[src/rtl/mem_stage_pkg.sv]
// Shared types and decode helpers for the MEM pipeline stage.
package mem_stage_pkg;

   localparam int unsigned OP_W = 4;

   typedef enum logic [OP_W-1:0] {
      NONE, LB, LBU, LH, LHU, LW, LWU, LD, SB, SH, SW, SD
   } mem_op_e;

   typedef enum logic [1:0] {IDLE, REQ, WAIT, DRAIN} state_e;

   function automatic logic is_load(mem_op_e op);
      return op inside {LB, LBU, LH, LHU, LW, LWU, LD};
   endfunction

   function automatic logic is_store(mem_op_e op);
      return op inside {SB, SH, SW, SD};
   endfunction

   // log2 of the access size in bytes
   function automatic logic [1:0] size_of(mem_op_e op);
      case (op)
         LH, LHU, SH:  return 2'd1;
         LW, LWU, SW:  return 2'd2;
         LD, SD:       return 2'd3;
         default:      return 2'd0;
      endcase
   endfunction

   // natural alignment check on the low address bits
   function automatic logic is_misaligned(mem_op_e op, logic [2:0] low);
      logic [2:0] mask;
      mask = 3'((4'd1 << size_of(op)) - 4'd1);
      return (is_load(op) | is_store(op)) && ((low & mask) != 3'd0);
   endfunction

endpackage

[src/rtl/mem_access_stage_if.sv]
// Data-memory port: req/gnt request channel plus rvalid response channel.
interface mem_access_stage_if #(
   parameter int unsigned DATA_W = 32,
   parameter int unsigned ADDR_W = 32
);
   localparam int unsigned NB = DATA_W / 8;

   logic              mem_req;
   logic              mem_we;
   logic [NB-1:0]     mem_be;
   logic [ADDR_W-1:0] mem_addr;
   logic [DATA_W-1:0] mem_wdata;
   logic              mem_gnt;
   logic              mem_rvalid;
   logic [DATA_W-1:0] mem_rdata;

   modport master (
      output mem_req, mem_we, mem_be, mem_addr, mem_wdata,
      input  mem_gnt, mem_rvalid, mem_rdata
   );

   modport slave (
      input  mem_req, mem_we, mem_be, mem_addr, mem_wdata,
      output mem_gnt, mem_rvalid, mem_rdata
   );
endinterface

[src/rtl/mem_load_align.sv]
// Combinational load aligner: lane select by byte offset, then sign/zero extension.
module mem_load_align
   import mem_stage_pkg::*;
#(
   parameter  int unsigned DATA_W = 32,
   localparam int unsigned NB     = DATA_W / 8,
   localparam int unsigned OFF_W  = $clog2(NB)
) (
   input  logic [DATA_W-1:0] rdata,
   input  logic [OFF_W-1:0]  offset,
   input  mem_op_e           op,
   output logic [DATA_W-1:0] result_c
);

   logic [DATA_W-1:0] shifted;

   // shift the addressed lane down to bit 0 and extend to the datapath width
   always_comb begin
      shifted  = rdata >> {offset, 3'b000};
      result_c = shifted;
      case (op)
         LB:      result_c = DATA_W'($signed(shifted[7:0]));
         LBU:     result_c = DATA_W'(shifted[7:0]);
         LH:      result_c = DATA_W'($signed(shifted[15:0]));
         LHU:     result_c = DATA_W'(shifted[15:0]);
         LW:      result_c = DATA_W'($signed(shifted[31:0]));
         LWU:     result_c = DATA_W'(shifted[31:0]);
         default: result_c = shifted;
      endcase
   end

endmodule

[src/rtl/mem_access_stage.sv]
// MEM pipeline stage: EX handshake in, data-memory req/gnt/rvalid port, registered WB output.
module mem_access_stage
   import mem_stage_pkg::*;
#(
   parameter int unsigned DATA_W  = 32,
   parameter int unsigned ADDR_W  = 32,
   parameter int unsigned RADDR_W = 5,
   parameter int unsigned SIDE_W  = 66
) (
   input  logic               clk,
   input  logic               rst_n,
   input  logic               flush,
   input  logic               ex_valid,
   output logic               ex_ready,
   input  logic [31:0]        ex_pc,
   input  mem_op_e            ex_mem_op,
   input  logic [ADDR_W-1:0]  ex_addr,
   input  logic [DATA_W-1:0]  ex_wdata,
   input  logic               ex_rf_we,
   input  logic [RADDR_W-1:0] ex_rf_waddr,
   input  logic [DATA_W-1:0]  ex_result,
   input  logic [SIDE_W-1:0]  ex_side,
   mem_access_stage_if.master mem,
   output logic               wb_valid,
   input  logic               wb_ready,
   output logic [31:0]        wb_pc,
   output logic               wb_rf_we,
   output logic [RADDR_W-1:0] wb_rf_waddr,
   output logic [DATA_W-1:0]  wb_rf_wdata,
   output logic [SIDE_W-1:0]  wb_side,
   output logic               wb_excp_ade,
   output logic               stall_req
);

   localparam int unsigned NB    = DATA_W / 8;
   localparam int unsigned OFF_W = $clog2(NB);

   state_e            state_q, state_d;
   mem_op_e           op_q;
   logic [OFF_W-1:0]  off_q;
   logic              mem_req_q, mem_we_q;
   logic [NB-1:0]     mem_be_q;
   logic [ADDR_W-1:0] mem_addr_q;
   logic [DATA_W-1:0] mem_wdata_q;
   logic              accept_c, is_mem_c, misal_c, issue_c;
   logic [NB-1:0]     store_be_c;
   logic [DATA_W-1:0] store_data_c, load_data_c;

   assign ex_ready  = (state_q == IDLE) & (~wb_valid | wb_ready);
   assign stall_req = ex_valid & ~ex_ready;
   assign accept_c  = ex_valid & ex_ready & ~flush;
   assign is_mem_c  = is_load(ex_mem_op) | is_store(ex_mem_op);
   assign misal_c   = is_misaligned(ex_mem_op, ex_addr[2:0]);
   assign issue_c   = accept_c & is_mem_c & ~misal_c;

   assign mem.mem_req   = mem_req_q;
   assign mem.mem_we    = mem_we_q;
   assign mem.mem_be    = mem_be_q;
   assign mem.mem_addr  = mem_addr_q;
   assign mem.mem_wdata = mem_wdata_q;

   // byte-enable mask at the address offset and low bytes replicated to every lane
   always_comb begin
      int unsigned nbytes;
      int unsigned off;
      nbytes = 32'(1) << size_of(ex_mem_op);
      if (nbytes > NB) nbytes = NB;
      off          = 32'(ex_addr[OFF_W-1:0]);
      store_be_c   = '0;
      store_data_c = '0;
      for (int unsigned i = 0; i < NB; i++) begin
         store_be_c[i]           = (i >= off) && (i < off + nbytes);
         store_data_c[8*i +: 8]  = ex_wdata[8*(i & (nbytes - 1)) +: 8];
      end
   end

   mem_load_align #(.DATA_W(DATA_W)) u_load_align (
      .rdata    (mem.mem_rdata),
      .offset   (off_q),
      .op       (op_q),
      .result_c (load_data_c)
   );

   // state register
   always_ff @(posedge clk or negedge rst_n) begin
      if (!rst_n) state_q <= IDLE;
      else        state_q <= state_d;
   end

   // next-state logic; a grant coinciding with flush still owes us one rvalid for loads
   always_comb begin
      state_d = state_q;
      case (state_q)
         IDLE:  if (issue_c) state_d = REQ;
         REQ: begin
            if (mem.mem_gnt) begin
               if (!is_load(op_q)) state_d = IDLE;
               else if (flush)     state_d = DRAIN;
               else                state_d = WAIT;
            end else if (flush) begin
               state_d = IDLE;
            end
         end
         WAIT: begin
            if (mem.mem_rvalid) state_d = IDLE;
            else if (flush)     state_d = DRAIN;
         end
         DRAIN: if (mem.mem_rvalid) state_d = IDLE;
         default: state_d = IDLE;
      endcase
   end

   // memory request channel: loaded on issue, held until grant or flush
   always_ff @(posedge clk or negedge rst_n) begin
      if (!rst_n) begin
         mem_req_q   <= 1'b0;
         mem_we_q    <= 1'b0;
         mem_be_q    <= '0;
         mem_addr_q  <= '0;
         mem_wdata_q <= '0;
         op_q        <= NONE;
         off_q       <= '0;
      end else if (issue_c) begin
         mem_req_q   <= 1'b1;
         mem_we_q    <= is_store(ex_mem_op);
         mem_be_q    <= store_be_c;
         mem_addr_q  <= ex_addr & ~ADDR_W'(NB - 1);
         mem_wdata_q <= store_data_c;
         op_q        <= ex_mem_op;
         off_q       <= ex_addr[OFF_W-1:0];
      end else if (state_q == REQ && (mem.mem_gnt || flush)) begin
         mem_req_q   <= 1'b0;
      end
   end

   // WB output register; payload is captured on accept, valid raised on completion
   always_ff @(posedge clk or negedge rst_n) begin
      if (!rst_n) begin
         wb_valid    <= 1'b0;
         wb_pc       <= '0;
         wb_rf_we    <= 1'b0;
         wb_rf_waddr <= '0;
         wb_rf_wdata <= '0;
         wb_side     <= '0;
         wb_excp_ade <= 1'b0;
      end else if (flush) begin
         wb_valid    <= 1'b0;
      end else if (accept_c) begin
         wb_valid    <= ~is_mem_c | misal_c;
         wb_pc       <= ex_pc;
         wb_rf_we    <= ex_rf_we & ~misal_c;
         wb_rf_waddr <= ex_rf_waddr;
         wb_rf_wdata <= ex_result;
         wb_side     <= ex_side;
         wb_excp_ade <= misal_c;
      end else if (state_q == REQ && mem.mem_gnt && !is_load(op_q)) begin
         wb_valid    <= 1'b1;
      end else if (state_q == WAIT && mem.mem_rvalid) begin
         wb_valid    <= 1'b1;
         wb_rf_wdata <= load_data_c;
      end else if (wb_ready) begin
         wb_valid    <= 1'b0;
      end
   end

endmodule

[src/flat_wrapper.sv]
// flat-port wrapper written by rule: the top's interface ports become plain ports
module mem_access_stage_flat import mem_stage_pkg::*;
#(
   parameter int unsigned DATA_W  = 32,
   parameter int unsigned ADDR_W  = 32,
   parameter int unsigned RADDR_W = 5,
   parameter int unsigned SIDE_W  = 66
)
  (clk, rst_n, flush, ex_valid, ex_ready, ex_pc, ex_mem_op, ex_addr, ex_wdata, ex_rf_we, ex_rf_waddr, ex_result, ex_side, wb_valid, wb_ready, wb_pc, wb_rf_we, wb_rf_waddr, wb_rf_wdata, wb_side, wb_excp_ade, stall_req, mem_mem_req, mem_mem_we, mem_mem_be, mem_mem_addr, mem_mem_wdata, mem_mem_gnt, mem_mem_rvalid, mem_mem_rdata);
  mem_access_stage_if #(.DATA_W(DATA_W), .ADDR_W(ADDR_W)) mem_i ();
  input  logic clk;
  input  logic rst_n;
  input  logic flush;
  input  logic ex_valid;
  output logic ex_ready;
  input  logic [31:0] ex_pc;
  input  mem_op_e ex_mem_op;
  input  logic [ADDR_W-1:0] ex_addr;
  input  logic [DATA_W-1:0] ex_wdata;
  input  logic ex_rf_we;
  input  logic [RADDR_W-1:0] ex_rf_waddr;
  input  logic [DATA_W-1:0] ex_result;
  input  logic [SIDE_W-1:0] ex_side;
  output logic wb_valid;
  input  logic wb_ready;
  output logic [31:0] wb_pc;
  output logic wb_rf_we;
  output logic [RADDR_W-1:0] wb_rf_waddr;
  output logic [DATA_W-1:0] wb_rf_wdata;
  output logic [SIDE_W-1:0] wb_side;
  output logic wb_excp_ade;
  output logic stall_req;
  output wire logic [$bits(mem_i.mem_req)-1:0] mem_mem_req;
  output wire logic [$bits(mem_i.mem_we)-1:0] mem_mem_we;
  output wire logic [$bits(mem_i.mem_be)-1:0] mem_mem_be;
  output wire logic [$bits(mem_i.mem_addr)-1:0] mem_mem_addr;
  output wire logic [$bits(mem_i.mem_wdata)-1:0] mem_mem_wdata;
  input wire logic [$bits(mem_i.mem_gnt)-1:0] mem_mem_gnt;
  input wire logic [$bits(mem_i.mem_rvalid)-1:0] mem_mem_rvalid;
  input wire logic [$bits(mem_i.mem_rdata)-1:0] mem_mem_rdata;
  assign mem_mem_req = mem_i.mem_req;
  assign mem_mem_we = mem_i.mem_we;
  assign mem_mem_be = mem_i.mem_be;
  assign mem_mem_addr = mem_i.mem_addr;
  assign mem_mem_wdata = mem_i.mem_wdata;
  assign mem_i.mem_gnt = mem_mem_gnt;
  assign mem_i.mem_rvalid = mem_mem_rvalid;
  assign mem_i.mem_rdata = mem_mem_rdata;
  mem_access_stage #(.DATA_W(DATA_W), .ADDR_W(ADDR_W), .RADDR_W(RADDR_W), .SIDE_W(SIDE_W)) u_core (.clk(clk), .rst_n(rst_n), .flush(flush), .ex_valid(ex_valid), .ex_ready(ex_ready), .ex_pc(ex_pc), .ex_mem_op(ex_mem_op), .ex_addr(ex_addr), .ex_wdata(ex_wdata), .ex_rf_we(ex_rf_we), .ex_rf_waddr(ex_rf_waddr), .ex_result(ex_result), .ex_side(ex_side), .mem(mem_i), .wb_valid(wb_valid), .wb_ready(wb_ready), .wb_pc(wb_pc), .wb_rf_we(wb_rf_we), .wb_rf_waddr(wb_rf_waddr), .wb_rf_wdata(wb_rf_wdata), .wb_side(wb_side), .wb_excp_ade(wb_excp_ade), .stall_req(stall_req));
endmodule
[config.mk]
export PLATFORM = sky130hd
export DESIGN_NAME = mem_access_stage_flat
export DESIGN_NICKNAME = d
export VERILOG_FILES = /design/src/rtl/mem_stage_pkg.sv /design/src/rtl/mem_access_stage_if.sv /design/src/rtl/mem_load_align.sv /design/src/rtl/mem_access_stage.sv /design/src/flat_wrapper.sv
export SDC_FILE = /design/constraint.sdc
export NUM_CORES = 1
export LEC_CHECK = 0
export ABC_AREA = 0
export CAP_MARGIN = 10
export CORE_AREA = 2 2 175 177
export CTS_CLUSTER_DIAMETER = 30
export DETAILED_ROUTE_END_ITERATION = 16
export DIE_AREA = 0 0 177 179
export PLACE_DENSITY_LB_ADDON = 0.08
export REMOVE_ABC_BUFFERS = 1
export SYNTH_ARGS = -nofsm -noshare
export SYNTH_HDL_FRONTEND = slang
export SYNTH_SLANG_ARGS = --single-unit
[constraint.sdc]
create_clock -name clk -period 5.8 [get_ports clk]
set_clock_uncertainty 0.2 [all_clocks]
set_input_delay 1.16 -clock clk [delete_from_list [all_inputs] [get_ports clk]]
set_output_delay 1.16 -clock clk [all_outputs]
set_load 0.05 [all_outputs]
==> results.md <==
* Clock period minus worst slack at 4.37 ns
* Status: completed
* Pre-CTS setup slack at between 0.8 and 0.9 ns
* Pre-antenna DRT Iters at 4
* Rows at 64
* # setup viols final at 0
* Mux contribution to synthesized area at 13.8%
* Post-Syn Area per Cell at around 10 µm²
* Routed wire length at roughly 34 mm
* Synth Area in Compound Gates at 8.90%
* Worst-path maximum fanout at 39
* MaxCap Viol Count at 0
* Post-layout instance area at 16,600 µm²
* Fillers at between 2,000 and 3,000
* Finished Layout Cells at 1,868
* Hold slack at about 0.27 ns
* Share of layout cells above drive strength 1 at between 10 and 15%
* Global Route Usage Sum at 20.8%
* Largest net degree at the start of global routing at around 120
* TritonCTS clock tree: done
* Post-Synth Simple-Gate Area at between 10% and 20%
* PD cells at 703 nW/µm²
* IO Pins at approximately 450
* PostCTS Resize Cnt at 0
* Cell count after synthesis at 959
* Die Height at 179 µm
* CP Launch Type: input port
* Clk_lat worst skew at 0.54 ns
* Normalized max-slew margin at 24.4%
* CTS clock-pin slew for the worst setup and hold paths at roughly 0.05 ns
* Async S/R FF share, synth at 100%
* Die area at 31,700 µm²
* Post-synthesis sequential area ratio at 54.5%
* Final WS setup at 1.43 ns
* Area Overhead vs Synth at 69.4%
* Worst Hold Class: flop to flop
* Via count of the routed design at slightly below 9,000
* Commonest register cell after synthesis: dfrtp_1
* Core ar. at about 30,000 µm²
* CP Class: input port to flop
* Largest family of logic cells by synthesized area: simple AND/OR/NAND/NOR gates
* Max frequency at 229 MHz
* Clock Sinks at 214
* Crit. End Element: flop
* Synth Area in Adders at 1.22%
* Vias per inst at about 4.6
* Cts bufs inserted at 58
* Endpoints failing hold at 0
* Max Slew Vio Count at 0
* Final HPWL DP at 24.2 mm
* Post-synth cell types at 60
* First-pass GRT wire length at 51.1 mm
* DR DRC count at 0
* Least-Margin Pin Slew at between 1 and 1.5 ns
* Post-CTS Setup Bufs at 0
* Routability Congestion at 0.772
* Final period util at roughly three quarters
* Vias in the first global route at 8,949
* Seq cells post-synth at 214
* Yosys Warn Count at 0
* Max Root-Sink Buffers at 3
* RSZ-0062 raised after global routing: no
* Die W at about 180 µm
* CTS Hold Buffers Added at 0
* DP Area at 14,600 µm²
* Leakage power at 7.49 nW
* Port Buffers at 450
* Post-route ant nets at 0
* Post-synth EDFFs at 0
* Data required time of the critical path at 6.03 ns
* Initial Util at between 30% and 40%
* # placed instances at approximately 1,800
* Routed length per placed instance at 18.4 µm
* GRT overflow at 0
* Number of DRC markers in iteration 0 at 469
* Synthesized area at 9830 µm²
* Clock Root Buffer: clkbuf_16
* CTS H-tree lvls at 2
* Initial antenna violation count at 5
* Critical Path AT at 4.61 ns
* Nets@finish at approximately 1,700
* Maximum VDD drop at 0.000430 V
* Synth Area in XOR/XNOR at 0.0891%
-- critical path, cell delays in order --
cell and delay [ns]:
clkdlybuf4s50_1 0.63, inv_1 0.11, ha_1 0.28, nand2b_1 0.19
a21oi_4 0.14, nor3_4 0.19, inv_1 0.06, ha_1 0.17
a31oi_1 0.19, nand4_1 0.17, a21oi_4 0.55, buf_12 0.34
mux2_2 0.37
-- through the flow --
stage / setup TNS, ns / utilization [%] / power (W)
after floorplan: -449.57 / - / 0.00635
after global placement: 0 / 48.7 / 0.00846
after detailed placement: 0 / 48.7 / 0.00849
after CTS: 0 / 55.4 / 0.0118
after global routing: 0 / 55.4 / 0.0122
final: 0 / 55.4 / 0.0117
-- sequential cells by signal (all words and copies together), names as in the netlist, 2 cells and up --
register and cells:
u_core.wb_side 66, u_core.mem.mem_wdata 32, u_core.wb_pc 32, u_core.wb_rf_wdata 32, u_core.mem.mem_addr 30, u_core.wb_rf_waddr 5
u_core.mem.mem_be 4, u_core.op_q 4, u_core.off_q 2, u_core.state_q 2
-- layer usage --
layer,vias to the layer above,track usage (%),part of all wire [%]
met5,-,0,0.038
met4,2,8.82,3.3
met3,75,8.10,9.6
met2,356,34.4,48
met1,4081,24.1,39
li1,4150,-,-
-- logic make-up after synthesis --
| logic type | Yosys count |
|---|---|
| AND/OR/NAND/NOR | 422 |
| flip-flops | 214 |
| AO/OA/AOI/OAI | 133 |
| multiplexers | 108 |
| buffers and inverters | 71 |
| adder cells (fa/ha/maj) | 9 |
| other | 1 |
| XOR/XNOR | 1 |
-- placed cells by master, fill, tap and decap left out, types with 14 or more instances in the layout --
master           Yosys  routed
clkinv_2             0      18
a21oi_1             34      34
o22ai_1             16      16
mux2i_1             20      20
dfrtp_1            214     214
mux2_4              40      40
clkdlybuf4s50_1      0     449
nand2_1            377     377
mux2_2              47      47
o21ai_0             38      38
clkbuf_16            0      58
nor2b_1             14      14
-- final timing paths --
kind	startpoint	to	slack, ns	cells after the start
max	ex_mem_op[1]	u_core.mem.mem_addr[24]	1.43	13
min	u_core.wb_side[12]	u_core.wb_side[12]	0.27	2
max reg2reg	u_core.state_q[0]	u_core.wb_rf_wdata[31]	2.53	6
min reg2reg	u_core.wb_side[12]	u_core.wb_side[12]	0.27	2
max in group asynchronous	rst_n	u_core.wb_side[2]	3.79	2
min in group asynchronous	rst_n	u_core.wb_pc[17]	0.43	1
-- report_power, final --
part | total, W | internal [W] | switching, W
sequential | 0.00270 | 0.00223 | 0.000463
clock | 0.00325 | 0.00229 | 0.000957
combinational | 0.00576 | 0.00199 | 0.00377
-- Yosys cell counts (9+ instances only) --
master	count	area (µm²)
mux2i_1	20	200
nand2_1	377	1420
mux2_4	40	601
mux2_2	47	529
nor2b_1	14	87.6
o22ai_1	16	100
inv_1	9	33.8
buf_4	10	75.1
o21ai_0	38	190
clkbuf_1	37	139
dfrtp_1	214	5360
a21oi_1	34	170
-- cell type report --
| cell class | count | area [µm²] | area share (%) |
|---|---|---|---|
| Antenna cell | 4 | 10.0 | 0.0601 |
| Clock buffer | 75 | 1620 | 9.70 |
| Clock inverter | 33 | 392 | 2.35 |
| Inverter | 9 | 33.8 | 0.203 |
| Multi-Input combinational cell | 675 | 4110 | 24.7 |
| Sequential cell | 214 | 5360 | 32.2 |
| Tap cell | 396 | 495 | 2.98 |
| Timing Repair Buffer | 462 | 4640 | 27.9 |
Power figures use the tool's default switching activity.
